[src/rtl/seq_shift_add_mult_pkg.sv]
// ---------------------------------------------------------------------------
// mult_pkg
// Shared definitions for the sequential shift-add multiplier:
//   state_e : control FSM states (IDLE, RUN, FIN)
//   abs_w   : magnitude of an operand, honouring the signed/unsigned mode.
//             It works on a wide container so that any WIDTH up to ABS_MAX_W
//             can use it. The caller truncates the result back to WIDTH bits,
//             which makes -2^(WIDTH-1) come out as 2^(WIDTH-1).
// ---------------------------------------------------------------------------
package mult_pkg;

  typedef enum logic [1:0] {
    IDLE = 2'd0,
    RUN  = 2'd1,
    FIN  = 2'd2
  } state_e;

  localparam int unsigned ABS_MAX_W = 256;

  // value : operand, zero-extended into the container
  // msb   : operand sign bit (bit WIDTH-1 of the original operand)
  // signed_mode : 1 = two's-complement operand
  function automatic logic [ABS_MAX_W-1:0] abs_w(input logic [ABS_MAX_W-1:0] value,
                                                  input logic                 msb,
                                                  input logic                 signed_mode);
    return (signed_mode && msb) ? (~value + 1'b1) : value;
  endfunction

endpackage

[src/rtl/seq_shift_add_mult_datapath.sv]
// ---------------------------------------------------------------------------
// seq_mult_datapath
// Holds the shift-add registers (A_reg, B_reg, Acc), the sign flag and the
// product register. The control FSM in the top level sequences it with strobes.
// Ports:
//   clk_i, rst_i   : clock, asynchronous active-high reset
//   load_i         : capture operand magnitudes and sign, clear Acc
//   step_i         : one shift-add iteration
//   finish_i       : write the signed/unsigned result into prod_o
//   a_i, b_i       : operand magnitudes (WIDTH bits)
//   neg_i          : result must be negated
//   b_zero_next_o  : B_reg>>1 is zero, so the current step is the last one
//   prod_o         : last completed product (2*WIDTH bits)
// ---------------------------------------------------------------------------
module seq_mult_datapath
  import mult_pkg::*;
#(
  parameter int unsigned WIDTH = 32
) (
  input  logic               clk_i,
  input  logic               rst_i,
  input  logic               load_i,
  input  logic               step_i,
  input  logic               finish_i,
  input  logic [WIDTH-1:0]   a_i,
  input  logic [WIDTH-1:0]   b_i,
  input  logic               neg_i,
  output logic               b_zero_next_o,
  output logic [2*WIDTH-1:0] prod_o
);

  logic [2*WIDTH-1:0] a_q, a_d;
  logic [WIDTH-1:0]   b_q, b_d;
  logic [2*WIDTH-1:0] acc_q, acc_d;
  logic               neg_q, neg_d;
  logic [2*WIDTH-1:0] prod_q, prod_d;

  // Only bits above bit 0 matter: they are what remains after this step's shift.
  assign b_zero_next_o = ~|b_q[WIDTH-1:1];
  assign prod_o        = prod_q;

  always_comb begin
    // NOTE: every output of a combinational block gets a default first, so no
    // path leaves it unassigned and no latch is inferred.
    a_d    = a_q;
    b_d    = b_q;
    acc_d  = acc_q;
    neg_d  = neg_q;
    prod_d = prod_q;

    if (load_i) begin
      a_d   = {{WIDTH{1'b0}}, a_i};
      b_d   = b_i;
      acc_d = '0;
      neg_d = neg_i;
    end else if (step_i) begin
      if (b_q[0]) begin
        acc_d = acc_q + a_q;
      end
      a_d = a_q << 1;
      b_d = b_q >> 1;
    end

    // Acc is no longer changing here, so negating it is safe.
    if (finish_i) begin
      prod_d = neg_q ? (~acc_q + 1'b1) : acc_q;
    end
  end

  // NOTE: this block holds only a handful of registers, not a memory array,
  // so every register is reset explicitly.
  always_ff @(posedge clk_i or posedge rst_i) begin
    if (rst_i) begin
      a_q    <= '0;
      b_q    <= '0;
      acc_q  <= '0;
      neg_q  <= 1'b0;
      prod_q <= '0;
    end else begin
      // NOTE: sequential state is updated with non-blocking assignments, so
      // every register samples values from before the edge.
      a_q    <= a_d;
      b_q    <= b_d;
      acc_q  <= acc_d;
      neg_q  <= neg_d;
      prod_q <= prod_d;
    end
  end

endmodule

[src/rtl/seq_shift_add_mult.sv]
// ---------------------------------------------------------------------------
// seq_shift_add_mult
// Sequential shift-add multiplier with early termination and a signed mode.
// Ports:
//   Clock   : rising-edge clock
//   Reset   : asynchronous active-high reset
//   Start   : request a multiplication (ignored while Busy)
//   Signed  : 1 = two's-complement operands; sampled with Start
//   Data_A  : multiplicand; Data_B : multiplier (WIDTH bits, sampled with Start)
//   Busy    : high in RUN and FIN
//   Done    : one-cycle pulse after Prod is updated
//   Prod    : last completed product (2*WIDTH bits), held until the next one
// ---------------------------------------------------------------------------
module seq_shift_add_mult
  import mult_pkg::*;
#(
  parameter int unsigned WIDTH = 32
) (
  input  logic               Clock,
  input  logic               Reset,
  input  logic               Start,
  input  logic               Signed,
  input  logic [WIDTH-1:0]   Data_A,
  input  logic [WIDTH-1:0]   Data_B,
  output logic               Busy,
  output logic               Done,
  output logic [2*WIDTH-1:0] Prod
);

  state_e           state_q, state_d;
  logic             done_q, done_d;
  logic             load, step, finish;
  logic             b_zero_next;
  logic [WIDTH-1:0] abs_a, abs_b;
  logic             neg;

  assign abs_a = WIDTH'(abs_w(ABS_MAX_W'(Data_A), Data_A[WIDTH-1], Signed));
  assign abs_b = WIDTH'(abs_w(ABS_MAX_W'(Data_B), Data_B[WIDTH-1], Signed));
  assign neg   = Signed & (Data_A[WIDTH-1] ^ Data_B[WIDTH-1]);

  seq_mult_datapath #(
    .WIDTH(WIDTH)
  ) u_datapath (
    .clk_i        (Clock),
    .rst_i        (Reset),
    .load_i       (load),
    .step_i       (step),
    .finish_i     (finish),
    .a_i          (abs_a),
    .b_i          (abs_b),
    .neg_i        (neg),
    .b_zero_next_o(b_zero_next),
    .prod_o       (Prod)
  );

  // State register
  always_ff @(posedge Clock or posedge Reset) begin
    if (Reset) begin
      state_q <= IDLE;
      done_q  <= 1'b0;
    end else begin
      state_q <= state_d;
      done_q  <= done_d;
    end
  end

  // Next-state logic. A zero multiplier still passes through one RUN cycle.
  // That RUN step adds nothing, and it keeps the latency at h+2 cycles for
  // every multiplier value, with a minimum of 2.
  always_comb begin
    state_d = state_q;
    unique case (state_q)
      IDLE:    if (Start) state_d = RUN;
      RUN:     if (b_zero_next) state_d = FIN;
      FIN:     state_d = IDLE;
      default: state_d = IDLE;
    endcase
  end

  // Output / strobe logic
  always_comb begin
    load   = 1'b0;
    step   = 1'b0;
    finish = 1'b0;
    done_d = 1'b0;
    Busy   = 1'b0;
    unique case (state_q)
      IDLE:    load = Start;
      RUN: begin
        step = 1'b1;
        Busy = 1'b1;
      end
      FIN: begin
        finish = 1'b1;
        done_d = 1'b1;
        Busy   = 1'b1;
      end
      default: ;
    endcase
  end

  assign Done = done_q;

endmodule

[config.mk]
export PLATFORM = sky130hd
export DESIGN_NAME = seq_shift_add_mult
export DESIGN_NICKNAME = d
export VERILOG_FILES = /design/src/rtl/seq_shift_add_mult_pkg.sv /design/src/rtl/seq_shift_add_mult_datapath.sv /design/src/rtl/seq_shift_add_mult.sv
export SDC_FILE = /design/constraint.sdc
export NUM_CORES = 1
export LEC_CHECK = 0
export ABC_AREA = 1
export CAP_MARGIN = 0
export CORE_MARGIN = 10
export CORE_UTILIZATION = 34
export CTS_BUF_LIST = sky130_fd_sc_hd__clkbuf_16
export CTS_CLUSTER_DIAMETER = 40
export CTS_CLUSTER_SIZE = 8
export DETAILED_ROUTE_END_ITERATION = 6
export SKIP_CTS_REPAIR_TIMING = 1
export SYNTH_ARGS = -nofsm -noshare
export SYNTH_HDL_FRONTEND = slang
export SYNTH_SLANG_ARGS = --single-unit
[constraint.sdc]
create_clock -name Clock -period 9.9 [get_ports Clock]
set_input_delay 2.475 -clock Clock [delete_from_list [all_inputs] [get_ports Clock]]
set_output_delay 2.475 -clock Clock [all_outputs]
set_load 0.1 [all_outputs]
# Word-level counts from Yosys, hierarchy flattened

Cells that the tools add are included.

Add/sub/neg operators: 4
Equal/unequal tests: 4
Multiplexer cells: 17
Reductions and logical operators: 9
Bitwise logic cells: 5

Operators by type and width:

| kind                                                                  | count |
|---|---|
| 64-bit two-way mux                                                    | 6 |
| 32-bit two-way mux                                                    | 4 |
| 32-bit by 1-bit adder with 32-bit output, second input constant       | 2 |
| 64-bit by 1-bit adder with 64-bit output, second input constant       | 1 |
| 64-bit adder                                                          | 1 |
| 32-bit inverter                                                       | 2 |
| 64-bit inverter                                                       | 1 |
| 31-bit OR reduction                                                   | 1 |
| 1-bit two-way mux                                                     | 4 |
| 2-bit two-way mux                                                     | 2 |
| 2-bit != test, second input constant                                  | 2 |
| 2-bit case mux with 2 select lines                                    | 1 |
| 2-bit AND reduction                                                   | 2 |
| 2-bit nonzero test                                                    | 2 |
| 2-bit by 1-bit equality test with 1-bit output, second input constant | 1 |
| 2-bit equality test, second input constant                            | 1 |
| 1-bit logical AND                                                     | 2 |
| 2-bit zero test                                                       | 1 |
| 2-bit OR reduction                                                    | 1 |
| 1-bit bitwise AND                                                     | 1 |
| 1-bit bitwise XOR                                                     | 1 |

Bits in registers: 228
Output and inout port bits: 66
Bits of input ports: 68
Logic and storage cells: 46

# Depth between registers and ports, before layout

Depth after elaboration: 4
Gate-level depth with buffers: 16

# Cells and area by module

From an unflattened synthesis, not the netlist that was laid out.

Cells, all modules: 3,050
Area total of the unflattened synthesis: 18,651.6 µm²

Modules (own cells, without submodules):

| module             | cells each | sequential area each (µm²) | instances | area an instance (µm²) |
|---|---|---|---|---|
| seq_mult_datapath  | 2,609      | 5,630.4                    | 1         | 16,448.3 |
| seq_shift_add_mult | 441        | 75.1                       | 1         | 2,203.4 |

# Least setup slack after synthesis

OpenSTA, ideal clock, no wires.

Path kind: in2reg
From: in Data_A[1]
To: reg u_datapath.a_q[20]
Data arrival time: 3,651 ps
Library setup time: 132 ps
Buffers on the path: 0
Stages: 13
Slack: 6,117 ps
Path through: inv_1 -> ha_1 -> nand4_2 -> nor2_2 -> nand2_1 -> nor2_1 -> nand2_1 -> nand2_1 -> nand2_1 -> nand2_1 -> nand2_1 -> nand2_1 -> o21ai_0

Cells in the longest elaborated chain, start to end: 4

RTL lines:

| item                                     | line                              | RTL |
|---|---|---|
| start: declaration                       | seq_shift_add_mult.sv:23          | `input logic [WIDTH-1:0] Data_A,` |
| 32-bit inverter                          | seq_shift_add_mult_pkg.sv:26      | `return (signed_mode && msb) ? (~value + 1'b1) : value;` |
| 32-bit by 1-bit adder with 32-bit output | seq_shift_add_mult_pkg.sv:26      |  |
| 32-bit two-way mux                       | seq_shift_add_mult_pkg.sv:26      |  |
| 64-bit two-way mux                       | seq_shift_add_mult_datapath.sv:51 | `if (load_i) begin` |
| end signal: assignment                   | seq_shift_add_mult_datapath.sv:74 | `a_q <= '0;` |
| end signal: assignment                   | seq_shift_add_mult_datapath.sv:82 | `a_q <= a_d;` |
| end: declaration                         | seq_shift_add_mult_datapath.sv:32 | `logic [2*WIDTH-1:0] a_q, a_d;` |

No other way between the ends.
A chain may end at the register's enable or synchronous reset.

# Worst setup path in the final report

From: in Start
To: reg u_datapath.acc_q[24]

Cells in the longest elaborated chain, start to end: 3

RTL lines:

| item                                 | line                              | RTL |
|---|---|---|
| start: declaration                   | seq_shift_add_mult.sv:21          | `input logic Start,` |
| 1-bit two-way mux (*)                | seq_shift_add_mult.sv:87          | `unique case (state_q)` |
| 2-bit nonzero test (no source line)  | --                                |  |
| 2-bit AND reduction (no source line) | --                                |  |
| end signal: assignment               | seq_shift_add_mult_datapath.sv:76 | `acc_q <= '0;` |
| end signal: assignment               | seq_shift_add_mult_datapath.sv:84 | `acc_q <= acc_d;` |
| end: declaration                     | seq_shift_add_mult_datapath.sv:34 | `logic [2*WIDTH-1:0] acc_q, acc_d;` |

Every way passes the cells marked *; elsewhere a longest branch is shown, timed or not.

==> impl_metrics.json <==
{
  "powerDensity_nw_per_um2": 342,
  "die_area_sq_um": 65400,
  "grtUsageMet3_pct": 3.59,
  "fp.coreArea_sq_um": 55100,
  "netlist_area_sq_um": 18900,
  "maxCapViolCount": 0,
  "core.rowCount": 86,
  "synth_fp_nets": 3300,
  "whs_path_depth": 2,
  "drt_iter0_markers": 1414,
  "power_w": 0.00776,
  "fin_cells": 4068,
  "ys_types": 48,
  "boundaryPins": 134,
  "ant_nets": 0,
  "cts_buffer_depth": 3,
  "wirelength_um": 64000,
  "relSlewSlack_pct": 24.8,
  "cp_max_fo": 48,
  "port_buffers": 133,
  "hp-class": "reg2reg",
  "crit_chain": "clkdlybuf4s50_1 > nand2_2 > buf_4 > inv_2 > buf_4 > nor2_4 > buf_4 > inv_2 > a21oi_1 > o21ai_0 > o21ai_0",
  "grt_pass1_wl_um": 102000,
  "outcome": "finished, violations left",
  "vias_per_cell": 4.80,
  "rsz0062_at_grt": "no",
  "cp.depth": 11,
  "p_leak_nw": 12.1,
  "drc": 3,
  "cp.required_ns": 10.35,
  "fin_crit_sh_pct": 50.1,
  "synth_top_area_share_pct": 30.2,
  "syn_to_final_growth_pct": 20.2,
  "synthTopCellsByArea": "dfrtp_1, nand2_1, inv_1",
  "grt_pass1_vias": 18800,
  "synth-simple-area-share_pct": 39.2,
  "dr.pass1.iters": 7,
  "synth-compound-area-share_pct": 10.2,
  "clock_latency_ns": 0.58,
  "setup_viol": 0,
  "cts_max_level": 2,
  "grt.busiest_layer": "met2",
  "ys.flop_type": "dfrtp_1",
  "synth.avg_cell_area_sq_um": 5.98,
  "synth-edff-count": 0,
  "num_vias": 19500,
  "crit_type": "in2reg",
  "antenna_found_initial": 2,
  "layout_commonest_cell": "nand2_1",
  "report.final.slew_viol_count": 0,
  "crit_top_cell": "buf_4",
  "syn_inst": 3161,
  "die_w_um": 256,
  "clkTransAtPathRegs_ns": 0.05,
  "drive_above_1_share_pct": 4.58,
  "use_met2_pct": 30.3,
  "hold_violations": 0,
  "finClkSkew_ns": 0.0216,
  "cpMaxStageDelayCell": "buf_4",
  "grt_max_degree": 115,
  "post-route-min-period_ns": 4.96,
  "yosys.area.top_type": "dfrtp_1",
  "diodes": 0,
  "yosys_warnings": 0,
  "grt_overflow_total": 0,
  "slowest_delay_ns": 0.52,
  "tns_ns": 0,
  "grtUsageMet1_pct": 26.3,
  "cts.sinks": 228,
  "grt_use_total_pct": 19.3,
  "fin_nets": 3421,
  "dp_hpwl_um": 50200,
  "setup.worst_path.end_class": "flip-flop",
  "synth_seq_cells": 228,
  "wl_per_cell_um": 15.7,
  "place.gp.congestion": 0.957,
  "cp_top_family": "buffers and inverters",
  "r2r_slack_ns": 6.63,
  "cts_buffers": 52,
  "layout_common_cells": "nand2_1, inv_1, nor2_1",
  "cts_root_buf": "clkbuf_16",
  "synth_top_family_by_area": "simple AND/OR/NAND/NOR gates",
  "cts_tree": "done",
  "crit_buf_inv": 6,
  "async_reset_ff_share_pct": 100,
  "worst_slew_pin_slew_ns": 1.12,
  "arrival_ns": 5.41,
  "r2r_cells": 12,
  "synth-xor-area-share_pct": 3.43,
  "seq_area_frac_synth_pct": 30.2,
  "dieHeight_um": 256,
  "fmax_ghz": 0.202,
  "vdd_drop_max_v": 0.000233,
  "placed_cells": 3976,
  "violations": "DRC",
  "synth_mux_area_share_pct": 0,
  "crit_path_start_kind": "primary input",
  "start_util_pct": 34.3,
  "synthAdderAreaFrac_pct": 4.74
}
synth_stat cells (2+ instances only):
library cell / count
nand2_1: 1127
inv_1: 514
nor2_1: 360
dfrtp_1: 228
nand3_1: 214
o21ai_0: 194
a21oi_1: 76
ha_1: 70
xor2_1: 69
clkbuf_1: 52
o21ai_1: 46
nand4_1: 28
nor3_1: 21
a31oi_1: 20
buf_2: 16
nor2_2: 14
buf_1: 11
nor4_1: 11
inv_2: 10
o22ai_1: 7
nand2_2: 6
or2_1: 6
o31ai_1: 5
or2_2: 5
xnor2_1: 5
nor2_4: 4
o221ai_1: 4
clkinv_1: 3
nand3_2: 3
nand3b_1: 3
nor3_2: 3
o211ai_1: 3
a21boi_0: 2
a22oi_1: 2
and2_1: 2
and3_1: 2
nor3b_1: 2
o21a_1: 2
o21bai_1: 2
layer usage:
layer	vias up	wire length (um)
met5	-	13
met4	2	1910
met3	112	4200
met2	545	27600
met1	8756	30300
li1	10100	-
state kept, by name, indices dropped and copies added (netlist names):
| register | cells |
|---|---|
| u_datapath.prod_o | 64 |
| Done | 1 |
| u_datapath.acc_q | 64 |
| state_q | 2 |
| u_datapath.neg_q | 1 |
| u_datapath.b_q | 32 |
| u_datapath.a_q | 64 |
kinds of logic (layout without fill, tap and decap cells):
kind of cell               Yosys count  count (layout)
AOI/OAI and AO/OA                  366             366
xor gates and xnor gates            74              74
adders and majority gates           71              71
buffers and inverters              607             766
DFF                                228             228
and+or+nand+nor                   1815            1815
report_power, final:
part | internal, W | total (W) | leakage, nW | switching [W]
clock | 0.00117 | 0.00174 | 0.847 | 0.000569
sequential | 0.00132 | 0.00172 | 2.88 | 0.000398
combinational | 0.00121 | 0.00430 | 8.35 | 0.00310
final timing paths:
| path | startpoint | to |
|---|---|---|
| min in group asynchronous | Reset | u_datapath.prod_o[3]$_DFFE_PP0P_ |
| hold / removal | u_datapath.prod_o[43]$_DFFE_PP0P_ | u_datapath.prod_o[43]$_DFFE_PP0P_ |
| max in group asynchronous | Reset | u_datapath.a_q[56]$_DFFE_PP0P_ |
| setup / recovery | Start | u_datapath.acc_q[24]$_DFFE_PP0P_ |
| hold reg to reg | u_datapath.prod_o[43]$_DFFE_PP0P_ | u_datapath.prod_o[43]$_DFFE_PP0P_ |
| setup reg to reg | state_q[0]$_DFFE_PP0P_ | u_datapath.acc_q[24]$_DFFE_PP0P_ |
cell type report:
type | instances | area [sq um]
Clock inverter | 39 | 418
Timing Repair Buffer | 147 | 1440
Clock buffer | 53 | 1330
Fill cell | 5977 | 32400
Tap cell | 748 | 936
Inverter | 527 | 1990
Sequential cell | 228 | 5710
Multi-Input combinational cell | 2326 | 10900
through the flow:
step	util, %	cell area [sq um]	hold WS, ns	worst slack [ns]
6_report	41.2	22700	0.473	4.94
5_1_grt	41.2	22700	0.492	4.72
4_1_cts	41.2	22700	0.480	4.92
3_5_place_dp	38.0	21000	0.466	4.41
3_3_place_gp	38.0	21000	0.463	4.46
2_1_floorplan	-	18900	0.467	1.18
tightest hold or removal path, stage by stage, from the launching register on:
cell and delay (ns):
dfrtp_1 0.33, nand2_1 0.05, nand2_1 0.05
No activity file was read; power rests on OpenSTA's default activity.
